`src/rtl/dmem_arbiter.sv`:
```
// Shares one data_mem port among operand-fetch read (rd0), exec read (rd1)
// and writeback write (wr). Round-robin grant, strobe sequencing towards
// data_mem, and a timeout that aborts transactions data_mem never answers.
//
// Handshake: a requester raises req with a stable address (and write data)
// and holds it until its done pulses for exactly one cycle; err qualifies
// that same done pulse as a timeout. Towards data_mem a strobe (mem_in or
// mem_write) is held with stable address/data until mem_out is seen, then
// dropped for at least one cycle so data_mem can clear mem_out.
module dmem_arbiter #(
    parameter int AW      = 5,
    parameter int DW      = 32,
    parameter int TIMEOUT = 16
) (
    input  logic          clk,
    input  logic          rst,
    input  logic          rd0_req,
    input  logic [AW-1:0] rd0_adr,
    output logic [DW-1:0] rd0_data,
    output logic          rd0_done,
    input  logic          rd1_req,
    input  logic [AW-1:0] rd1_adr,
    output logic [DW-1:0] rd1_data,
    output logic          rd1_done,
    input  logic          wr_req,
    input  logic [AW-1:0] wr_adr,
    input  logic [DW-1:0] wr_wdata,
    output logic          wr_done,
    output logic          err,
    output logic          mem_in,
    output logic [AW-1:0] mem_adr,
    output logic          mem_write,
    output logic [AW-1:0] mem_adr_write,
    output logic [DW-1:0] mem_wdata,
    input  logic [DW-1:0] mem_rdata,
    input  logic          mem_out,
    output logic [1:0]    dbg_state_o
);

    localparam int CW = $clog2(TIMEOUT);
    localparam logic [CW-1:0] CNT_LAST = CW'(TIMEOUT - 1);

    typedef enum logic [1:0] {
        S_IDLE    = 2'd0,
        S_READ    = 2'd1,
        S_WRITE   = 2'd2,
        S_RELEASE = 2'd3
    } state_t;

    state_t        state_q, state_d;
    logic [1:0]    rr_q, rr_d;      // last granted: 0=rd0, 1=rd1, 2=wr
    logic [1:0]    win_q, win_d;    // requester owning the current transaction
    logic [CW-1:0] cnt_q, cnt_d;
    logic          mem_in_q, mem_in_d;
    logic [AW-1:0] mem_adr_q, mem_adr_d;
    logic          mem_write_q, mem_write_d;
    logic [AW-1:0] mem_adr_write_q, mem_adr_write_d;
    logic [DW-1:0] mem_wdata_q, mem_wdata_d;
    logic [DW-1:0] rd0_data_q, rd0_data_d;
    logic [DW-1:0] rd1_data_q, rd1_data_d;
    logic          rd0_done_q, rd0_done_d;
    logic          rd1_done_q, rd1_done_d;
    logic          wr_done_q, wr_done_d;
    logic          err_q, err_d;

    logic [2:0]    req_vec;
    logic [1:0]    c0, c1, c2;
    logic          gnt_vld;
    logic [1:0]    gnt_id;
    logic          fin;
    logic          timed_out;

    // Round-robin pick: search starts just after the last granted requester.
    always_comb begin
        req_vec = {wr_req, rd1_req, rd0_req};
        case (rr_q)
            2'd0:    begin c0 = 2'd1; c1 = 2'd2; c2 = 2'd0; end
            2'd1:    begin c0 = 2'd2; c1 = 2'd0; c2 = 2'd1; end
            default: begin c0 = 2'd0; c1 = 2'd1; c2 = 2'd2; end
        endcase
        gnt_vld = |req_vec;
        if (req_vec[c0])      gnt_id = c0;
        else if (req_vec[c1]) gnt_id = c1;
        else                  gnt_id = c2;
    end

    // Next-state and registered-output logic of the transaction FSM.
    always_comb begin
        state_d         = state_q;
        rr_d            = rr_q;
        win_d           = win_q;
        cnt_d           = cnt_q;
        mem_in_d        = mem_in_q;
        mem_adr_d       = mem_adr_q;
        mem_write_d     = mem_write_q;
        mem_adr_write_d = mem_adr_write_q;
        mem_wdata_d     = mem_wdata_q;
        rd0_data_d      = rd0_data_q;
        rd1_data_d      = rd1_data_q;
        rd0_done_d      = 1'b0;
        rd1_done_d      = 1'b0;
        wr_done_d       = 1'b0;
        err_d           = 1'b0;
        fin             = 1'b0;
        timed_out       = 1'b0;

        case (state_q)
            S_IDLE: begin
                if (gnt_vld) begin
                    win_d = gnt_id;
                    rr_d  = gnt_id;
                    cnt_d = '0;
                    if (gnt_id == 2'd2) begin
                        state_d         = S_WRITE;
                        mem_write_d     = 1'b1;
                        mem_adr_write_d = wr_adr;
                        mem_wdata_d     = wr_wdata;
                    end else begin
                        state_d   = S_READ;
                        mem_in_d  = 1'b1;
                        mem_adr_d = (gnt_id == 2'd0) ? rd0_adr : rd1_adr;
                    end
                end
            end
            S_READ, S_WRITE: begin
                if (mem_out) begin
                    fin = 1'b1;
                end else if (cnt_q == CNT_LAST) begin
                    fin       = 1'b1;
                    timed_out = 1'b1;
                end else begin
                    cnt_d = cnt_q + CW'(1);
                end
                if (fin) begin
                    state_d     = S_RELEASE;
                    mem_in_d    = 1'b0;
                    mem_write_d = 1'b0;
                    err_d       = timed_out;
                    // An aborted read returns zero rather than stale bus data.
                    if (state_q == S_READ) begin
                        if (win_q == 2'd0) rd0_data_d = timed_out ? '0 : mem_rdata;
                        else               rd1_data_d = timed_out ? '0 : mem_rdata;
                    end
                    case (win_q)
                        2'd0:    rd0_done_d = 1'b1;
                        2'd1:    rd1_done_d = 1'b1;
                        default: wr_done_d  = 1'b1;
                    endcase
                end
            end
            default: begin
                // RELEASE: strobes are already low; give data_mem one cycle.
                cnt_d   = '0;
                state_d = S_IDLE;
            end
        endcase
    end

    // State and output registers with synchronous reset.
    always_ff @(posedge clk) begin
        if (rst) begin
            state_q         <= S_IDLE;
            rr_q            <= 2'd2;
            win_q           <= 2'd0;
            cnt_q           <= '0;
            mem_in_q        <= 1'b0;
            mem_adr_q       <= '0;
            mem_write_q     <= 1'b0;
            mem_adr_write_q <= '0;
            mem_wdata_q     <= '0;
            rd0_data_q      <= '0;
            rd1_data_q      <= '0;
            rd0_done_q      <= 1'b0;
            rd1_done_q      <= 1'b0;
            wr_done_q       <= 1'b0;
            err_q           <= 1'b0;
        end else begin
            state_q         <= state_d;
            rr_q            <= rr_d;
            win_q           <= win_d;
            cnt_q           <= cnt_d;
            mem_in_q        <= mem_in_d;
            mem_adr_q       <= mem_adr_d;
            mem_write_q     <= mem_write_d;
            mem_adr_write_q <= mem_adr_write_d;
            mem_wdata_q     <= mem_wdata_d;
            rd0_data_q      <= rd0_data_d;
            rd1_data_q      <= rd1_data_d;
            rd0_done_q      <= rd0_done_d;
            rd1_done_q      <= rd1_done_d;
            wr_done_q       <= wr_done_d;
            err_q           <= err_d;
        end
    end

    assign rd0_data      = rd0_data_q;
    assign rd0_done      = rd0_done_q;
    assign rd1_data      = rd1_data_q;
    assign rd1_done      = rd1_done_q;
    assign wr_done       = wr_done_q;
    assign err           = err_q;
    assign mem_in        = mem_in_q;
    assign mem_adr       = mem_adr_q;
    assign mem_write     = mem_write_q;
    assign mem_adr_write = mem_adr_write_q;
    assign mem_wdata     = mem_wdata_q;
    assign dbg_state_o   = state_q;

endmodule

```
`config.mk`:
```
export PLATFORM = sky130hd
export DESIGN_NAME = dmem_arbiter
export DESIGN_NICKNAME = d
export VERILOG_FILES = /design/src/rtl/dmem_arbiter.sv
export SDC_FILE = /design/constraint.sdc
export NUM_CORES = 1
export LEC_CHECK = 0
export CORE_MARGIN = 1
export CORE_UTILIZATION = 39
export CTS_BUF_LIST = sky130_fd_sc_hd__clkbuf_4 sky130_fd_sc_hd__clkbuf_8 sky130_fd_sc_hd__clkbuf_16
export DETAILED_ROUTE_END_ITERATION = 10
export PLACE_DENSITY = 0.78
export REMOVE_ABC_BUFFERS = 1
export SLEW_MARGIN = 20
export SYNTH_ARGS = -nofsm -noshare
export SYNTH_HDL_FRONTEND = slang
export SYNTH_SLANG_ARGS = --single-unit
```
`constraint.sdc`:
```
create_clock -name clk -period 1.65 [get_ports clk]
set_input_delay 0.165 -clock clk [delete_from_list [all_inputs] [get_ports clk]]
set_output_delay 0.165 -clock clk [all_outputs]
set_load 0.05 [all_outputs]
```
==> results.yml <==
global_routing:
  grt_pass1_wl_um: 23500
  grt_pass1_vias: 4822
  grt_util_all_layers_pct: 23.1
  grt_max_degree: 65
  grt_overflow: 0
  antenna_found_initial: 0
finish:
  area_delta_synth_final_pct: 58.1
  final_nets: 871
  final_util_pct: 63.2
  fill_cells: 996
  final_cells: 941
  drive_above_1_share_pct: 16.8
  antennaDiodeCount: 0
timing:
  hold_violations: 0
  worst_slew_pin_slew_ns: 0.557
  fmax_ghz: 0.634
  min_period_over_period_pct: 95.6
  relSlewSlack_pct: 62.9
  slew_viol_final: 0
  min_period_ns: 1.58
  skew_ns: 0.00712
  finalSetupViolations: 0
clock_network:
  root_buffer: "clkbuf_16"
  clockBufferDepth: 2
  cts.sinks: 121
  h-tree-depth: 4
  cts-hold-fix-buffers: 0
  path_clk_slew_ns: 0.06
  cts_buffers: 17
  clk_latency_ns: 0.41
  cts_tree: "yes"
floorplanning:
  start_util_pct: 40.0
  pin_count: 199
  rows: 40
  die-height_um: 113
  core_area_um2: 12000
  die_area_um2: 12700
  die-width_um: 113
drt:
  first_pass_iters: 5
  wire_per_inst_um: 15.9
  drt_iter0_markers: 573
  drc: 0
  viasPerCell: 5.44
  num_vias: 5120
  final_antenna_net_count: 0
  routed_wirelength_um: 15000
hold_path:
  hold_class: "input port to flop"
logic_synthesis:
  yosysWarningCount: 0
  yosysTopAreaCell: "dfxtp_1"
  ys_ff_latch: 121
  ys.flop_type: "dfxtp_1"
  synth_top_area_share_pct: 50.6
  syn-instance-count: 582
  async_flop_share_pct: 0
  synth_edf_count: 0
  ys_top_cells_by_area: "dfxtp_1 (51%), a21oi_1 (12%), nand3_1 (11%)"
  syn_area_um2: 4780
  yosysSeqAreaShare_pct: 50.6
  postSynthAreaPerCell_um2: 8.22
  synthTopCellsByCount: "dfxtp_1 (121), a21oi_1 (113), nand3_1 (105), nand2_1 (69), o21ai_0 (39)"
  yosysUniqueCellTypes: 46
  synth.most_common_cell: "dfxtp_1"
setup_path:
  cp.arrival_ns: 1.91
  crit_path_max_fanout: 5
  critPathCaptureType: "flop"
  worstSetupPathType: "flop to flop"
  start_kind: "flop"
  worstPathRequired_ns: 1.98
placement:
  place_congestion: 0.793
  io_buffers: 198
  dp_hpwl_um: 9760
  place_inst: 905
power_and_ir_drop:
  ir_drop_v: 0.000664
  leakage_nw: 3.05
  powerDensity_nw_per_um2: 1440
outcome:
  status: "complete, no violations"
run:
  max-cap-violations: 0
cells in the final DEF (no fill, tap or decap), types with 2 or more instances in the layout:
master           netlist  routed
a21oi_1              113     110
a21oi_2                0       3
a311oi_1               5       5
a31oi_1                2       2
and2_1                 2       2
buf_12                 0      10
buf_4                  5      71
clkbuf_16              0      19
clkbuf_8               0       4
clkdlybuf4s50_1        0      83
clkinv_4               0       2
clkinvlp_4             0       4
dfxtp_1              121     120
dlygate4sd2_1          0      66
ha_1                   5       3
ha_4                   0       2
inv_1                  6       6
inv_6                  0       4
nand2_1               69      69
nand2b_1               2       2
nand3_1              105     105
nand3b_1               6       6
nand4_1                4       4
nor2_1                10       9
nor2_2                 1       2
nor2b_1                2       2
nor3_1                 2       2
o21ai_0               39      39
o21ai_1               12      12
or4_1                  3       3
stage by stage:
step	total power [mW]	setup slack (ns)	hold WS (ns)	instance area, µm²	TNS, ns
after global placement	7.34	-0.0461	0.442	6940	-1.06
final	10.9	0.0719	0.0692	7560	0
after CTS	10.9	0.0118	0.0357	7440	0
after global routing	11.4	-0.00423	0.0534	7560	-0.00423
after detailed placement	7.44	-0.135	0.447	6940	-3.14
after floorplan	5.78	-0.957	0.234	4540	-83.64
routing by layer:
metal | track usage, % | vias to the layer above | part of all wire (%)
li1 | - | 2462 | -
met1 | 28.1 | 2424 | 42
met2 | 37.9 | 206 | 47
met3 | 7.07 | 28 | 8.6
met5 | 0 | - | 0
met4 | 10.0 | 0 | 2.5
critical path, stage by stage (launching register included):
cell and delay (ns):
dfxtp_1 0.32, inv_1 0.08, ha_4 0.25, inv_1 0.12, nor2_1 0.08, or4_1 0.50
o21ai_1 0.16
layout make-up:
| type | count | area (µm²) | share of cell area [%] |
|---|---|---|---|
| clock buffers | 21 | 480 | 6.35 |
| clock inverters | 11 | 87.6 | 1.16 |
| inverters | 6 | 22.5 | 0.298 |
| multi-input cells | 403 | 2170 | 28.7 |
| flip-flops and latches | 121 | 2420 | 32.0 |
| well taps | 147 | 184 | 2.43 |
| repair buffers | 232 | 2190 | 29.0 |
power by group:
part,internal (mW),switching [mW],leakage [nW]
combinational,1.38,2.55,1.80
clock,2.10,1.39,0.269
sequential,3.27,0.214,0.981
cells by family (layout without fill, tap and decap cells):
family | after synthesis | after routing | synth area share (%)
buf+inv | 58 | 270 | 5.47
compound gates | 184 | 184 | 20.8
flops | 121 | 121 | 50.6
simple gates | 214 | 214 | 21.8
fa+ha+maj | 5 | 5 | 1.31
state kept, by name (all words and copies together) (netlist names):
name and cells:
mem_write 1, rd1_data 32, win_q 1, err 1, mem_adr 5, wr_done 1, rd0_done 1, mem_wdata 32
mem_in 1, rr_q 2, cnt_q 4, rd1_done 1, mem_adr_write 5, dbg_state_o 2, rd0_data 32
worst paths after layout:
kind / from / depth (start not counted) / slack [ns] / endpoint
worst max-delay path: dbg_state_o[0] / 6 / 0.07 / dbg_state_o[1]
worst min-delay path: rst / 2 / 0.07 / mem_adr[3]
worst max register to register: dbg_state_o[0] / 6 / 0.07 / dbg_state_o[1]
worst min register to register: rd1_data[30] / 2 / 0.45 / rd1_data[30]
repair_timing:
action                     CTS  global route
pin swaps                    1             3
buffers inserted             0             2
setup endpoints to repair   68            59
gates resized for setup     69            12
gates cloned                 0             2
(Power assumes the default switching activity.)
